<file path="src/rtl/regfile_writeback_queue.sv">
// regfile_writeback_queue
//  Write-side driver for the 32x64 register file. It collects ALU and load results
//  into an in-order queue and retires at most one write per cycle on RegWr/RW/BusW.
//  Values that are pending (queued or in the output stage) are forwarded to the
//  decode read ports. Writes to X31 (XZR) are discarded.
// Ports
//  Clk, Reset_n               clock, async active-low reset
//  AluValid/AluRd/AluData     ALU result
//  MemValid/MemRd/MemData     load result (older than the ALU result in the same cycle)
//  InReady                    room for two entries this cycle
//  RegWr/RW/BusW              registered register-file write port
//  RA, RB                     decode read addresses
//  FwdA*/FwdB*                youngest pending value for RA/RB
//  Overflow                   sticky: a valid input was dropped
module regfile_writeback_queue #(
  parameter int DEPTH = 4,
  parameter int WIDTH = 64
) (
  input  logic             Clk,
  input  logic             Reset_n,
  input  logic             AluValid,
  input  logic [4:0]       AluRd,
  input  logic [WIDTH-1:0] AluData,
  input  logic             MemValid,
  input  logic [4:0]       MemRd,
  input  logic [WIDTH-1:0] MemData,
  output logic             InReady,
  output logic             RegWr,
  output logic [4:0]       RW,
  output logic [WIDTH-1:0] BusW,
  input  logic [4:0]       RA,
  input  logic [4:0]       RB,
  output logic             FwdAValid,
  output logic [WIDTH-1:0] FwdAData,
  output logic             FwdBValid,
  output logic [WIDTH-1:0] FwdBData,
  output logic             Overflow
);
  localparam int PW = $clog2(DEPTH);
  localparam int CW = $clog2(DEPTH + 1);

  logic [4:0]       r_q_rd   [DEPTH];
  logic [WIDTH-1:0] r_q_data [DEPTH];
  logic [PW-1:0]    r_wr_ptr, r_rd_ptr;
  logic [CW-1:0]    r_count;
  logic             r_regwr, r_ovf;
  logic [4:0]       r_rw;
  logic [WIDTH-1:0] r_busw;

  logic          w_mem_ok, w_alu_ok, w_enq_mem, w_enq_alu, w_deq;
  logic [CW-1:0] w_enq_cnt;

  // XZR writes are not real inputs: never queued, never counted as drops
  assign w_mem_ok  = MemValid && (MemRd != 5'd31);
  assign w_alu_ok  = AluValid && (AluRd != 5'd31);
  // Pre-update count only: a same-cycle pop does not open slots
  assign InReady   = (r_count <= CW'(DEPTH - 2));
  assign w_enq_mem = w_mem_ok && InReady;
  assign w_enq_alu = w_alu_ok && InReady;
  assign w_enq_cnt = CW'(w_enq_mem) + CW'(w_enq_alu);
  assign w_deq     = (r_count != '0);

  always_ff @(posedge Clk or negedge Reset_n) begin
    if (!Reset_n) begin
      for (int i = 0; i < DEPTH; i++) begin
        r_q_rd[i]   <= '0;
        r_q_data[i] <= '0;
      end
      r_wr_ptr <= '0;
      r_rd_ptr <= '0;
      r_count  <= '0;
      r_regwr  <= 1'b0;
      r_rw     <= '0;
      r_busw   <= '0;
      r_ovf    <= 1'b0;
    end else begin
      // Mem entry takes the first slot so it retires before the ALU entry
      if (w_enq_mem) begin
        r_q_rd[r_wr_ptr]   <= MemRd;
        r_q_data[r_wr_ptr] <= MemData;
      end
      if (w_enq_alu) begin
        r_q_rd[r_wr_ptr + PW'(w_enq_mem)]   <= AluRd;
        r_q_data[r_wr_ptr + PW'(w_enq_mem)] <= AluData;
      end
      r_wr_ptr <= r_wr_ptr + PW'(w_enq_cnt);

      // RW/BusW hold when idle; only the strobe drops
      r_regwr <= w_deq;
      if (w_deq) begin
        r_rw     <= r_q_rd[r_rd_ptr];
        r_busw   <= r_q_data[r_rd_ptr];
        r_rd_ptr <= r_rd_ptr + 1'b1;
      end

      r_count <= r_count + w_enq_cnt - CW'(w_deq);

      if (!InReady && (w_mem_ok || w_alu_ok)) r_ovf <= 1'b1;
    end
  end

  assign RegWr    = r_regwr;
  assign RW       = r_rw;
  assign BusW     = r_busw;
  assign Overflow = r_ovf;

  // Forwarding: output stage is the oldest candidate, then queue entries from
  // head (oldest) to tail; later hits overwrite so the youngest wins.
  always_comb begin
    logic [PW-1:0] idx;
    idx       = '0;
    FwdAValid = 1'b0;
    FwdAData  = '0;
    FwdBValid = 1'b0;
    FwdBData  = '0;
    if (r_regwr && (r_rw == RA)) begin
      FwdAValid = 1'b1;
      FwdAData  = r_busw;
    end
    if (r_regwr && (r_rw == RB)) begin
      FwdBValid = 1'b1;
      FwdBData  = r_busw;
    end
    for (int k = 0; k < DEPTH; k++) begin
      idx = r_rd_ptr + PW'(k);
      if (CW'(k) < r_count) begin
        if (r_q_rd[idx] == RA) begin
          FwdAValid = 1'b1;
          FwdAData  = r_q_data[idx];
        end
        if (r_q_rd[idx] == RB) begin
          FwdBValid = 1'b1;
          FwdBData  = r_q_data[idx];
        end
      end
    end
    if (RA == 5'd31) begin
      FwdAValid = 1'b0;
      FwdAData  = '0;
    end
    if (RB == 5'd31) begin
      FwdBValid = 1'b0;
      FwdBData  = '0;
    end
  end
endmodule

</file>
<file path="config.mk">
export PLATFORM = sky130hd
export DESIGN_NAME = regfile_writeback_queue
export DESIGN_NICKNAME = d
export VERILOG_FILES = /design/src/rtl/regfile_writeback_queue.sv
export SDC_FILE = /design/constraint.sdc
export NUM_CORES = 2
export LEC_CHECK = 0
export BUFFER_PORTS_ARGS = -buffer_cell sky130_fd_sc_hd__buf_2
export CAP_MARGIN = 10
export CORE_MARGIN = 4
export CORE_UTILIZATION = 30
export CTS_BUF_LIST = sky130_fd_sc_hd__clkbuf_8 sky130_fd_sc_hd__clkbuf_16
export DETAILED_ROUTE_END_ITERATION = 6
export GPL_ROUTABILITY_DRIVEN = 0
export SYNTH_ARGS = -nofsm -noshare
export SYNTH_HDL_FRONTEND = slang
export SYNTH_SLANG_ARGS = --single-unit
</file>
<file path="constraint.sdc">
create_clock -name Clk -period 6.2 [get_ports Clk]
set_input_delay 0.93 -clock Clk [delete_from_list [all_inputs] [get_ports Clk]]
set_output_delay 0.93 -clock Clk [all_outputs]
set_load 0.005 [all_outputs]
</file>
---- Word level (Yosys, flattened, before mapping) ----
Cells that the tools add are included.
word-level totals
  register bits ........................... 354
  output and inout port bits .............. 202
  bits of input ports ..................... 152
operators by class
  reduce and logical (&&, ||, !) cells .... 12
  add/sub/neg operators ................... 8
  equality and inequality tests ........... 14
  multiplexer cells ....................... 80
  $lt $le $gt $ge ......................... 13
  bitwise gates (word level) .............. 6
operators by type and width
  operator                                                         number
  two-way mux 64 bit                                               30
  binary-select mux 64 bit (select 2 bit)                          4
  bitwise mux 256 bit                                              2
  two-way mux 256 bit                                              2
  demux 64 bit (select 2 bit)                                      2
  equality test 5 bit                                              10
  two-way mux 5 bit                                                10
  binary-select mux 5 bit (select 2 bit)                           4
  bitwise mux 20 bit                                               2
  two-way mux 20 bit                                               2
  demux 5 bit (select 2 bit)                                       2
  two-way mux 1 bit                                                20
  greater-or-equal comparator 3 bit (second input constant)        6
  NOT 2 -> 3 bit                                                   6
  equality test 5 bit (second input constant)                      2
  inequality test 5 bit (second input constant)                    2
  logical AND 1 bit                                                9
  less-than comparator 1 x 3 -> 1 bit (first input constant)       2
  less-than comparator 2 x 3 -> 1 bit (first input constant)       2
  less-than comparator 3 x 1 -> 1 bit (second input constant)      2
  adder 2 bit (second input constant)                              2
  adder 3 x 2 -> 3 bit                                             1
  less-or-equal comparator 3 x 2 -> 1 bit (second input constant)  1
  nonzero test 3 bit                                               1
  7 further kinds                                                  7

---- Depth between registers and ports, before layout ----
  depth after elaboration ................. 14
  mapped depth ............................ 11

---- Worst setup path after synthesis ----
Ideal clock, no wire load.
  kind .................................... input -> output
  start ................................... input RB[2]
  end ..................................... output FwdBData[10]
  buffers on the path ..................... 2
  required time ........................... 5.270 ns
  arrival time ............................ 2.708 ns
  path slack .............................. 2.562 ns
  stages on the path ...................... 8
  path through ............................ clkbuf_1 -> xor2_1 -> nor4_1 -> nand3_1 -> a31oi_2 -> clkbuf_1 -> a221oi_1 -> o31ai_1
between the ends
  cells in the longest elaborated chain, start to end .. 12
  elaborated cells on any way between the ends .. 17
  those cells by class .................... 6 x eq/ne; 10 x mux; 1 x reduce/logical
ends and longest elaborated chain
  element               RTL line  text
  from (decl)           32        input logic [4:0] RB,
  equality test 5 bit   120       if (r_regwr && (r_rw == RB)) begin
  logical AND 1 bit     120
  two-way mux 64 bit    120
  two-way mux 64 bit    131       if (r_q_rd[idx] == RB) begin
  two-way mux 64 bit    126       if (CW'(k) < r_count) begin
  two-way mux 64 bit    131
  two-way mux 64 bit    126
  two-way mux 64 bit    131
  two-way mux 64 bit    126
  two-way mux 64 bit    131
  two-way mux 64 bit    126
  two-way mux 64 bit *  141       if (RB == 5'd31) begin
  to (decl)             36        output logic [WIDTH-1:0] FwdBData,
Every way passes the cells marked *; elsewhere a longest branch is shown, timed or not.

---- Final worst setup path ----
  start ................................... register r_rd_ptr[0]
  end ..................................... output FwdAData[26]
between the ends
  cells in the longest elaborated chain, start to end .. 14
  elaborated cells on any way between the ends .. 44
  those cells by class .................... 3 x add/sub; 4 x eq/ne; 33 x mux; 4 x bitwise
ends and longest elaborated chain
  element                                                                        RTL line  text
  from (decl)                                                                    44        logic [PW-1:0] r_wr_ptr, r_rd_ptr;
  from (signal assigned)                                                         93        r_rd_ptr <= r_rd_ptr + 1'b1;
  parallel branches: the longest is 12 deep, another holds adder 2 x 1 -> 2 bit  -
  two-way mux 64 bit *                                                           126
  two-way mux 64 bit *                                                           137       if (RA == 5'd31) begin
  to (decl)                                                                      34        output logic [WIDTH-1:0] FwdAData,
Every way passes the cells marked *. The select of a mux whose other input is x is not followed.

==> impl_results.md <==
* Setup violations, final at 0
* Placed insts at ~4000
* Remaining global-route overflow at 0
* Vias in the first global route at 24950
* Max transition margin at 20.93%
* Synth Register Bits at between 300 and 400
* Slowest CP cell: dfrtp_4
* Synth area leaders: dfrtp_1 31%, mux4_2 21%, mux2i_1 10%
* Reg2reg path depth at 8
* Initial Util at 30.21%
* Global-route wire length before repair at 167400 µm
* Reg2Reg Setup Slack at 2770 ps
* Number of synthesized flops with an enable pin at 0
* ANT nets after route at 0
* Num ports at 354
* DR pass1 iterations at 6
* Sequential cell area fraction in the yosys report at 30.86%
* Final net count at 3025
* CTS tree: done
* Async set-reset flop share out of synthesis at 100.0%
* Max-cap violations at 0
* Clock Sinks at between 300 and 400
* Die W at about 320 µm
* Crit-path cells: buf_4 -> buf_12 -> mux4_2 -> and2_1 -> and3_1 -> a221oi_1 -> o31ai_1 -> buf_2
* Delay-heaviest family, CP: buffers and inverters
* Slew @ Worst Pin at 1186 ps
* Finished Layout Cells at ~4200
* Post-Synthesis Cells at approximately 2700
* DR iter-0 viols at approximately 2500
* Layout area overhead at 14.86%
* Die area at 100700 µm²
* Clk slew on worst S/H paths at 60 ps
* Syn Area/Cell at 10.59 µm²
* CTS buffer count at 48
* Synth top area share at between 30% and 40%
* Post-CTS Resized at 0
* Synth Cell Area at 28710 µm²
* Setup total negative slack at 0 ps
* Vias per inst at between 6 and 7
* Fin crit period at 5439 ps
* Final worst-path cycle share at a little under 90%
* FMAX at roughly 180 MHz
* Pwr/cell area at between 600 and 700 nW/µm²
* Tot GR Track Use at 21.87%
* Cell variety after synth at 52
* Std-Cell Rows at approximately 110
* I/O Buffers at 353
* Setup crit end kind: output port
* H-tree level count at 2
* CP Class: reg -> out
* CTS max path bufs at 3
* Post-DP HPWL at slightly below 70000 µm
* P_leak at 13.83 nW
* Synth warn at 0
* Buf+Inv Stages, Crit Path at 3
* Skew-Pair Late Insertion Delay at 600 ps
* Worst path max stage delay at ~830 ps
* Hold-fix buffers at CTS at 0
* Syn nets at 2870
* CP Depth at 8
* Maximum vdd drop at around 0.43 mV
* Post-Route WL at 113400 µm
* Core Region at 95010 µm²
* WL/cell at 27.16 µm
* Die Span Y at 317.3 µm
* Final Hold Vio Count at 0
* Slew Limit Fails at 0
* Worst Skew at 33.04 ps
* CP max FO at roughly 120
* Layout cells sized above 1 at 31.42%
* Initial antenna violation count at 11
* Post-CTS setup repair buffer count at 0
* Largest net degree at the start of global routing at 150
* Root buffer cell: clkbuf_16
* CP required at about 5300 ps
* RSZ-0062 raised after global routing: false
* Yosys top cell by area: dfrtp_1
* Most used flip-flop cell after synthesis: dfrtp_1
* Residual DRC count at 0
* Via count at 25530
* Min-Delay Path Class: in -> async
* Synth cell count leaders: 354 x dfrtp_1, 292 x mux2i_1, 277 x nor2_1
* Setup crit start kind: flip-flop
* Top-count cell post-synth: dfrtp_1
* Status: finished clean
* CP arrival at around 4500 ps
## stage by stage
step           hold WS (ps)  power (W)  setup slack, ps  instance area [µm²]  util [%]
2_1_floorplan         465.0    0.01371             2562                28710         -
3_3_place_gp          450.9    0.01727             1521                31370     33.01
3_5_place_dp          453.4    0.01747             1486                31370     33.01
4_1_cts               422.7    0.02043            796.4                32960     34.69
5_1_grt               460.3    0.02175            376.1                32960     34.70
6_report              429.4    0.02047            760.9                32970     34.70
## power by group
group          switching [W]  internal [W]
Clock                0.00119       0.00165
Combinational        0.00644       0.00599
Sequential           0.00167       0.00352
Total                0.00930        0.0112
## worst register-to-register path: cells and delay by family (launching register included)
| family | cells | cell delay, ps |
|---|---|---|
| buf+inv | 1 | 480 |
| fa+ha+maj | 1 | 280 |
| xor+xnor | 1 | 330 |
| flops | 1 | 480 |
| simple gates | 3 | 1320 |
| compound gates | 2 | 400 |
## cell usage in the layout, fill, tap and decap left out, types with 110 or more instances in the layout
| cell | n |
|---|---|
| a32oi_1 | 126 |
| dfrtp_1 | 352 |
| o31ai_1 | 110 |
| nor2_1 | 273 |
| a21oi_1 | 142 |
| mux4_2 | 265 |
| mux2i_1 | 292 |
| buf_2 | 352 |
| o21ai_0 | 140 |
| nand2_1 | 165 |
## final timing paths
kind	startpoint	end
max	r_rd_ptr[0]$_DFFE_PN0P_	FwdAData[26]
min	Reset_n	r_q_data[147]$_DFF_PN0_
max reg2reg	r_count[2]$_DFF_PN0_	r_q_data[38]$_DFF_PN0_
min reg2reg	Overflow$_DFFE_PN0P_	Overflow$_DFFE_PN0P_
max in group asynchronous	Reset_n	r_q_data[64]$_DFF_PN0_
min in group Clk	Overflow$_DFFE_PN0P_	Overflow$_DFFE_PN0P_
## sequential cells by signal (all words and copies together), names as in the netlist
register,count
r_q_data,256
BusW,64
r_q_rd,20
RW,5
r_count,3
r_rd_ptr,2
r_wr_ptr,2
Overflow,1
RegWr,1
## routing by layer
| layer | part of all wire [%] | vias to the layer above | global-route usage, % |
|---|---|---|---|
| li1 | - | 10880 | - |
| met1 | 40 | 12860 | 28.36 |
| met2 | 47 | 1521 | 35.66 |
| met3 | 9.3 | 261 | 5.161 |
| met4 | 3.6 | 6 | 8.029 |
| met5 | 0.036 | - | 0 |
## final cells by class
type | instances | area, µm²
antenna | 4 | 10.01
clock buffer | 60 | 1378
clock inverter | 30 | 216.5
fill | 9586 | 62040
inverter | 9 | 33.78
multi-input combinational | 2040 | 18460
sequential | 354 | 8866
tap | 1265 | 1583
timing repair buffer | 413 | 2427
## kinds of logic (layout without fill, tap and decap cells)
kind of cell | after synthesis | in the layout | synth area share, %
AOI/OAI and AO/OA | 741 | 741 | 19.21
xor gates and xnor gates | 60 | 60 | 1.831
adders and majority gates | 7 | 7 | 0.3313
buffers and inverters | 317 | 512 | 5.492
DFF | 354 | 354 | 30.86
muxes | 564 | 564 | 31.40
other | 0 | 4 | 0
and+or+nand+nor | 668 | 668 | 10.87
No activity file was read; power rests on OpenSTA's default activity.
